## config.mk

```make
export PLATFORM = sky130hd
export DESIGN_NAME = decoder_scan_seq
export DESIGN_NICKNAME = d
export VERILOG_FILES = /design/src/rtl/decoder_scan_seq.sv
export SDC_FILE = /design/constraint.sdc
export NUM_CORES = 1
export LEC_CHECK = 0
export CORE_MARGIN = 5
export CORE_UTILIZATION = 53
export DETAILED_ROUTE_END_ITERATION = 6
export PLACE_DENSITY = 0.75
export SYNTH_ARGS = -nofsm -noshare
export SYNTH_HDL_FRONTEND = slang
export SYNTH_SLANG_ARGS = --single-unit
```

## constraint.sdc

```tcl
create_clock -name clk -period 1.9 [get_ports clk]
set_clock_uncertainty 0.15 [all_clocks]
set_input_delay 0.38 -clock clk [delete_from_list [all_inputs] [get_ports clk]]
set_output_delay 0.38 -clock clk [all_outputs]
set_load 0.05 [all_outputs]
```

## src/rtl/decoder_scan_seq.sv

```systemverilog
// Sequencer that sweeps the 2-to-4 decoder's Din through 00..11 with En high,
// holding each code for DWELL cycles; single-sweep or continuous operation.
module decoder_scan_seq #(
    parameter int unsigned DWELL = 100,
    parameter int unsigned CNT_W = 16
) (
    input  logic       clk,
    input  logic       rst,
    input  logic       start,
    input  logic       stop,
    input  logic       mode,
    output logic [1:0] Din,
    output logic       En,
    output logic       busy,
    output logic       done
);

    // A zero dwell degenerates to a one-cycle hold per code.
    localparam int unsigned DW = (DWELL == 0) ? 1 : DWELL;
    localparam logic [CNT_W-1:0] LAST = CNT_W'(DW - 1);

    generate
        if (64'(DW) > ((64'(1) << CNT_W) - 64'(1))) begin : g_dwell_chk
            $error("decoder_scan_seq: DWELL does not fit in CNT_W bits");
        end
    endgenerate

    typedef enum logic [1:0] {
        IDLE,
        SCAN,
        DONE
    } state_t;

    state_t           state, state_nxt;
    logic [CNT_W-1:0] cnt, cnt_nxt;
    logic [1:0]       din_nxt;
    logic             en_nxt;
    logic             done_nxt;

    always_ff @(posedge clk) begin
        if (rst) begin
            state <= IDLE;
            cnt   <= '0;
            Din   <= '0;
            En    <= 1'b0;
            busy  <= 1'b0;
            done  <= 1'b0;
        end else begin
            state <= state_nxt;
            cnt   <= cnt_nxt;
            Din   <= din_nxt;
            En    <= en_nxt;
            busy  <= en_nxt;
            done  <= done_nxt;
        end
    end

    // Defaults describe the idle output pattern; only SCAN holds or advances.
    always_comb begin
        state_nxt = state;
        cnt_nxt   = '0;
        din_nxt   = 2'b00;
        en_nxt    = 1'b0;
        done_nxt  = 1'b0;
        case (state)
            IDLE: begin
                if (start && !stop) begin
                    state_nxt = SCAN;
                    en_nxt    = 1'b1;
                end
            end
            SCAN: begin
                if (stop) begin
                    state_nxt = IDLE;
                end else if (cnt == LAST) begin
                    if (Din != 2'b11) begin
                        din_nxt = Din + 2'd1;
                        en_nxt  = 1'b1;
                    end else if (mode) begin
                        en_nxt = 1'b1;
                    end else begin
                        state_nxt = DONE;
                        done_nxt  = 1'b1;
                    end
                end else begin
                    cnt_nxt = cnt + CNT_W'(1);
                    din_nxt = Din;
                    en_nxt  = 1'b1;
                end
            end
            DONE: begin
                state_nxt = IDLE;
            end
            default: begin
                state_nxt = IDLE;
            end
        endcase
    end

endmodule

```

==> results of run 1 <==
==> cell usage in the layout, fill, tap and decap left out, drive strengths merged, types with 4 or more instances in the layout <==
cell	instances
clkbuf	4
nor2	20
clkdlybuf4s50	4
xnor2	12
nor3	4
nand3	5
nand2	6
nor4	8
dfxtp	22
inv	4
buf	7
nand4	5
==> state kept, by name, indices dropped and copies added (netlist names) <==
name,flops
cnt,16
Din,2
state,2
busy,1
done,1
==> layout make-up <==
cell class | count | area, um2 | share of cell area [%]
Sequential cell | 22 | 440.4 | 40.46
Tap cell | 25 | 31.28 | 2.874
Inverter | 4 | 15.01 | 1.379
Timing Repair Buffer | 11 | 92.59 | 8.506
Clock buffer | 4 | 36.28 | 3.333
Multi-Input combinational cell | 74 | 473.0 | 43.45
==> routing by layer <==
layer | vias to the layer above | global-route usage [%]
li1 | 375 | -
met1 | 320 | 18.73
met2 | 10 | 19.04
met3 | 4 | 5.128
met4 | 0 | 3.830
met5 | - | 0
==> worst max-delay path by stage <==
stage | startpoint | slack, ns | endpoint | depth (start not counted)
2_1_floorplan | cnt[0]$_SDFF_PP0_ | 0.37 | cnt[9]$_SDFF_PP0_ | 6
3_3_place_gp | stop | 0.27 | cnt[2]$_SDFF_PP0_ | 5
3_5_place_dp | stop | 0.25 | cnt[14]$_SDFF_PP0_ | 5
4_1_cts | cnt[4]$_SDFF_PP0_ | 0.25 | Din[0]$_SDFFE_PP0P_ | 4
5_1_grt | cnt[2]$_SDFF_PP0_ | 0.08 | cnt[15]$_SDFF_PP0_ | 4
6_report | cnt[4]$_SDFF_PP0_ | 0.24 | Din[0]$_SDFFE_PP0P_ | 4
==> stage by stage <==
step                      total power [W]  utilization, %  hold WS, ns
after floorplan                 0.0004895               -       0.2675
after global placement          0.0005024           61.61       0.2851
after detailed placement        0.0005029           61.61       0.3002
after CTS                       0.0007504           63.74       0.3159
after global routing            0.0007861           63.74       0.3507
final                           0.0007440           63.74       0.3074
==> logic make-up after synthesis <==
| group | after synthesis | synth area share, % |
|---|---|---|
| DFF | 22 | 46.68 |
| buffers and inverters | 6 | 3.182 |
| AOI/OAI and AO/OA | 4 | 2.121 |
| muxes | 1 | 1.061 |
| xor gates and xnor gates | 14 | 13.00 |
| and+or+nand+nor | 53 | 31.30 |
| adders and majority gates | 2 | 2.652 |
==> power by group through the flow <==
stage	registers (W)	clock network [W]	logic [W]
after CTS	0.000466	0.000258	0.0000269
after global placement	0.000476	0	0.0000264
after detailed placement	0.000476	0	0.0000268
after floorplan	0.000479	0	0.0000102
final	0.000466	0.000252	0.0000267
after global routing	0.000467	0.000291	0.0000285
==> qor.csv, run 1 <==
stage,metric,value,unit
final_layout,layout-drive-gt1-share,13.91,%
critical_path,path_cells,nor4_2 > nand4_2 > or3_1 > a21oi_1,
clocking,hold_buffers,0,
synth,yosysTopAreaCellShare,46.68,%
detailed_routing,top_layer,met4,
timing,fmax,0.6036,GHz
detailed_routing,vias,709,
pwr,pwr-share-comb,3.6,%
critical_path,rr_worst_depth,4,
global_routing,grt_overflow,0,
place,dp_hpwl,1.161,mm
clocking,cts_num_sinks,22,
floorplan,die-area,2724,um2
detailed_routing,drtIter0Drc,11,
final_layout,fillCellCount,150,
critical_path,critPathMaxStageDelay,0.38,ns
global_routing,antenna_found_initial,0,
synth,ys_seq_area_share,46.68,%
timing,max_slew_margin,77.74,%
critical_path,cpMaxStageDelayCell,dfxtp_1,
run,cap_violations,0,
floorplan,rows,15,
floorplan,fp.dieH,52.19,um
pwr,switching_share,20.22,%
synth,synthDistinctLibCells,21,
synth,synth_top_area_cell,dfxtp_1,
critical_path,cp.required,2.00,ns
detailed_routing,wl_met1,794,um
pwr,seq_power_share,62.6,%
detailed_routing,wl_met2,702,um
pwr,ir_drop,0.0004482,V
global_routing,grt_start_max_net_pins,17,
synth,synth_area_leaders,"dfxtp_1 47%, xnor2_1 11%, nor2_1 8.0%",
critical_path,reg2reg_slack,0.24,ns
global_routing,grt_pass1_vias,580,
final_layout,n_antenna_cell,0,
global_routing,grt_first_pass_wirelength,2.663,mm
place,gp_congestion,0.8034,
synth,yosysWarnings,0,
timing,final_hold_viol_count,0,
critical_path,cpLargestDelayFamily,simple AND/OR/NAND/NOR gates,
critical_path,crit_type,register to register,
synth,synth_ff_type,dfxtp_1,
critical_path,start_kind,register,
min_path,hold_path_end,cnt[0]$_SDFF_PP0_,
timing,tns,0,ns
final_layout,finalNetCount,123,
pwr,cellLeakagePower,0.3529,nW
detailed_routing,wl_met3,65,um
synth,syn-num-nets,109,
place,port_buffers,9,
detailed_routing,viasPerCell,5.064,
clocking,tritoncts,yes,
clocking,path_clk_slew,0.11,ns
critical_path,r2r-end,Din[0]$_SDFFE_PP0P_,
synth,synth_most_common_cell,dfxtp_1,
place,dp_cells,136,
final_layout,finalInstanceArea,1089,um2
timing,setup_viol,0,
critical_path,cp_num_buf_inv,0,
clocking,clk_latency,0.31,ns
synth,syn_inst,102,
synth,synth_common_cells,"22 x dfxtp_1, 20 x nor2_1, 12 x xnor2_1",
synth,ys_seq_elements,22,
timing,tightest_slew,0.3309,ns
clocking,h-tree-depth,1,
clocking,cts_buffers,3,
run_status,status,"finished, final reports clean",
floorplan,initial_core_util,55.24,%
critical_path,r2r_start,cnt[4]$_SDFF_PP0_,
timing,setup_ws,0.2432,ns
final_layout,finalNonFillerCells,140,
place,dpl_worst_slack,0.2535,ns
critical_path,crit_fanout,5,
floorplan,core,1708,um2
synth,syn_area,943.4,um2
min_path,min_path_cells,1,
clocking,cts_buffer_depth,2,
timing,finalCriticalPeriod,1.657,ns
global_routing,grt_usage,13.40,%
timing,drv_slew,0,
clocking,cts_resized,0,
synth,synth.avg_cell_area,9.249,um2
pwr,p_int,0.0005936,W
critical_path,end_kind,register,
synth,synth_edf_count,0,
detailed_routing,wl_per_cell,11.29,um
pwr,p_switching,0.0001505,W
detailed_routing,dr.pass1.iters,4,
floorplan,die_w,52.19,um
detailed_routing,antenna_left,0,
floorplan,ios,10,
min_path,hp-start,cnt[0]$_SDFF_PP0_,
clocking,cts_root_buf,clkbuf_4,
detailed_routing,drc_errors,0,
detailed_routing,wl,1.581,mm
final_layout,area_delta_synth_final,15.38,%
critical_path,critPathArrivalTime,1.75,ns
timing,rsz0062_at_grt,no,
pwr,p_per_area,683.5,nW/um2
place,dpl_cell_area,1052,um2
synth,async_flop_share,0,%
clocking,post_cts_buffers,0,
min_path,hold_path_class,register to register,
pwr,pwr-share-clk,33.8,%
timing,finalCritPeriodShare,87.20,%
No activity file was read; power rests on OpenSTA's default activity.
==> inputs of run 2 (changes only) <==
SETUP_SLACK_MARGIN = 0.1   (was default)
SKIP_LAST_GASP = 1   (was default)
==> run 2 against run 1 <==
Setup slack better by 0.0025 ns. Highest routed layer unchanged. Non-clock buffer count stayed put. Die area stayed put.
==> qor.csv, run 2 (synthesis results as in run 1) <==
stage,metric,value,unit,change
critical_path,crit_type,register to register,,
global_routing,grt_first_pass_wirelength,2.663,mm,unchanged
critical_path,cpLargestDelayFamily,simple AND/OR/NAND/NOR gates,,
timing,fmax,0.6045,GHz,+0.15%
final_layout,fillCellCount,147,,-2.0%
critical_path,crit_path_end,Din[0]$_SDFFE_PP0P_,,
detailed_routing,dr.pass1.iters,4,,unchanged
final_layout,area_delta_synth_final,16.05,%,
final_layout,layout-drive-gt1-share,14.78,%,+0.87 points
timing,max_slew_margin,77.54,%,-0.20 points
clocking,clk_latency,0.31,ns,about the same
place,gp_congestion,0.8034,,unchanged
final_layout,final_common_cell,dfxtp_1,,
clocking,tritoncts,yes,,
global_routing,grt_overflow,0,,unchanged
critical_path,reg2reg_slack,0.25,ns,about the same
floorplan,ios,10,,unchanged
pwr,ir_drop,0.0004667,V,+4.1%
detailed_routing,vias,700,,-1.3%
global_routing,grt_start_max_net_pins,17,,unchanged
floorplan,fp.dieH,52.19,um,unchanged
place,dpl_worst_slack,0.2535,ns,unchanged
critical_path,path_cells,nor4_2 > nand4_2 > or3_1 > a21oi_1,,
detailed_routing,drc_errors,0,,unchanged
critical_path,end_kind,register,,
global_routing,grt_usage,13.40,%,unchanged
final_layout,regMostFlops,cnt,,
critical_path,cpMaxStageDelayCell,dfxtp_1,,
detailed_routing,wl_per_cell,11.34,um,+0.44%
detailed_routing,drtIter0Drc,10,,-1
clocking,cts_buffers,3,,unchanged
final_layout,multiInputGateArea,479.2,um2,+1.3%
timing,finalCritPeriodShare,87.07,%,-0.13 points
floorplan,die-area,2724,um2,unchanged
critical_path,critPathArrivalTime,1.75,ns,about the same
floorplan,rows,15,,unchanged
final_layout,final_cell_mix,"22 x dfxtp_1, 20 x nor2_1, 12 x xnor2_1, 7 x buf_4, 6 x nand2_1",,
timing,finalCriticalPeriod,1.654,ns,-0.002542 ns
timing,fin_hold_ws,0.3073,ns,-0.00004600 ns
run,cap_violations,0,,unchanged
critical_path,cp.required,2.00,ns,about the same
floorplan,initial_core_util,55.24,%,unchanged
critical_path,r2r_start,cnt[4]$_SDFF_PP0_,,
place,dp_hpwl,1.161,mm,unchanged
timing,rsz0062_at_grt,no,,
critical_path,start_kind,register,,
critical_path,critPathMaxStageDelay,0.38,ns,about the same
detailed_routing,viasPerCell,5.000,,-1.3%
pwr,p_per_area,678.8,nW/um2,-0.69%
final_layout,final_core_util,64.10,%,+0.37 points
pwr,power,0.0007432,W,-0.11%
floorplan,core,1708,um2,unchanged
critical_path,path_depth,4,,unchanged
min_path,hold_path_class,register to register,,
critical_path,r2r-end,Din[0]$_SDFFE_PP0P_,,
run_status,status,"finished, final reports clean",,
critical_path,crit_start,cnt[4]$_SDFF_PP0_,,
timing,final_hold_viol_count,0,,unchanged
detailed_routing,wl,1.588,mm,+0.44%
timing,tightest_slew,0.3360,ns,+0.005174 ns
place,port_buffers,9,,unchanged
clocking,path_clk_slew,0.11,ns,about the same
global_routing,antenna_found_initial,0,,unchanged
clocking,cts_num_sinks,22,,unchanged
clocking,hold_buffers,0,,unchanged
detailed_routing,antenna_left,0,,unchanged
final_layout,n_antenna_cell,0,,unchanged
timing,setup_viol,0,,unchanged
pwr,cellLeakagePower,0.3530,nW,about the same
clocking,cts_buffer_depth,2,,unchanged
final_layout,regArea,440.4,um2,unchanged
global_routing,grt_pass1_vias,580,,unchanged
final_layout,reg_top3,"cnt (16), Din (2), state (2)",,
clocking,cts_root_buf,clkbuf_4,,
critical_path,rr_worst_depth,4,,unchanged
critical_path,crit_fanout,5,,unchanged
timing,setup_ws,0.2457,ns,+0.002542 ns
timing,drv_slew,0,,unchanged
clocking,h-tree-depth,1,,unchanged
floorplan,die_w,52.19,um,unchanged
final_layout,largest_reg_flops,16,,unchanged
final_layout,finalNetCount,123,,unchanged
critical_path,cp_num_buf_inv,0,,unchanged
timing,tns,0,ns,unchanged
[run 2: cell counts in the layout (fill, tap and decap cells not counted)]
No cell type changed its count.
[run 2: layer usage]
| metal | vias to the layer above | wire length (um) | track usage (%) |
|---|---|---|---|
| met1 | 309 | 791 | 18.73 |
| met3 | 4 | 84 | 5.128 |
| met4 | 0 | 19 | 3.830 |
| met2 | 14 | 694 | 19.04 |
| li1 | 373 | - | - |
| met5 | - | 0 | 0 |
[run 2: final cells by class]
type,count,share of cell area [%]
multi-input combinational,74,43.77
tap,25,2.857
clock buffer,4,3.314
sequential,22,40.23
inverter,4,1.371
timing repair buffer,11,8.457
[run 2: how the worst min path moves through the flow]
stage               cells after the start               from  slack (ns)           endpoint
global placement                        1  cnt[0]$_SDFF_PP0_        0.29  cnt[0]$_SDFF_PP0_
CTS                                     1  cnt[0]$_SDFF_PP0_        0.32  cnt[0]$_SDFF_PP0_
global route                            1  cnt[0]$_SDFF_PP0_        0.35  cnt[0]$_SDFF_PP0_
floorplan                               1  cnt[0]$_SDFF_PP0_        0.27  cnt[0]$_SDFF_PP0_
finish                                  1  cnt[0]$_SDFF_PP0_        0.31  cnt[0]$_SDFF_PP0_
detailed placement                      1  cnt[0]$_SDFF_PP0_        0.30  cnt[0]$_SDFF_PP0_
[run 2: metrics by stage]
stage	std cells	cell area [um2]
final	140	1095
after global routing	140	1095
after global placement	136	1052
after detailed placement	136	1052
after floorplan	102	943.4
after CTS	140	1089
[run 2: report_power, final]
group | internal, W | switching [W] | total, W
clock network | 0.000117 | 0.000134 | 0.000251
logic | 0.0000129 | 0.0000138 | 0.0000267
registers | 0.000463 | 0.00000208 | 0.000466
total | 0.000594 | 0.000150 | 0.000743
[run 2: worst reg2reg max path: stages, from the launching register on]
cell and delay [ns]:
dfxtp_1 0.38, nor4_2 0.33, nand4_2 0.23, or3_1 0.36, a21oi_1 0.14
[run 2: repair_timing]
action                                 CTS  global route
buffers inserted                         0             0
setup endpoints to repair                0             1
resized for setup                        0             1
endpoints found under the hold margin    0             0
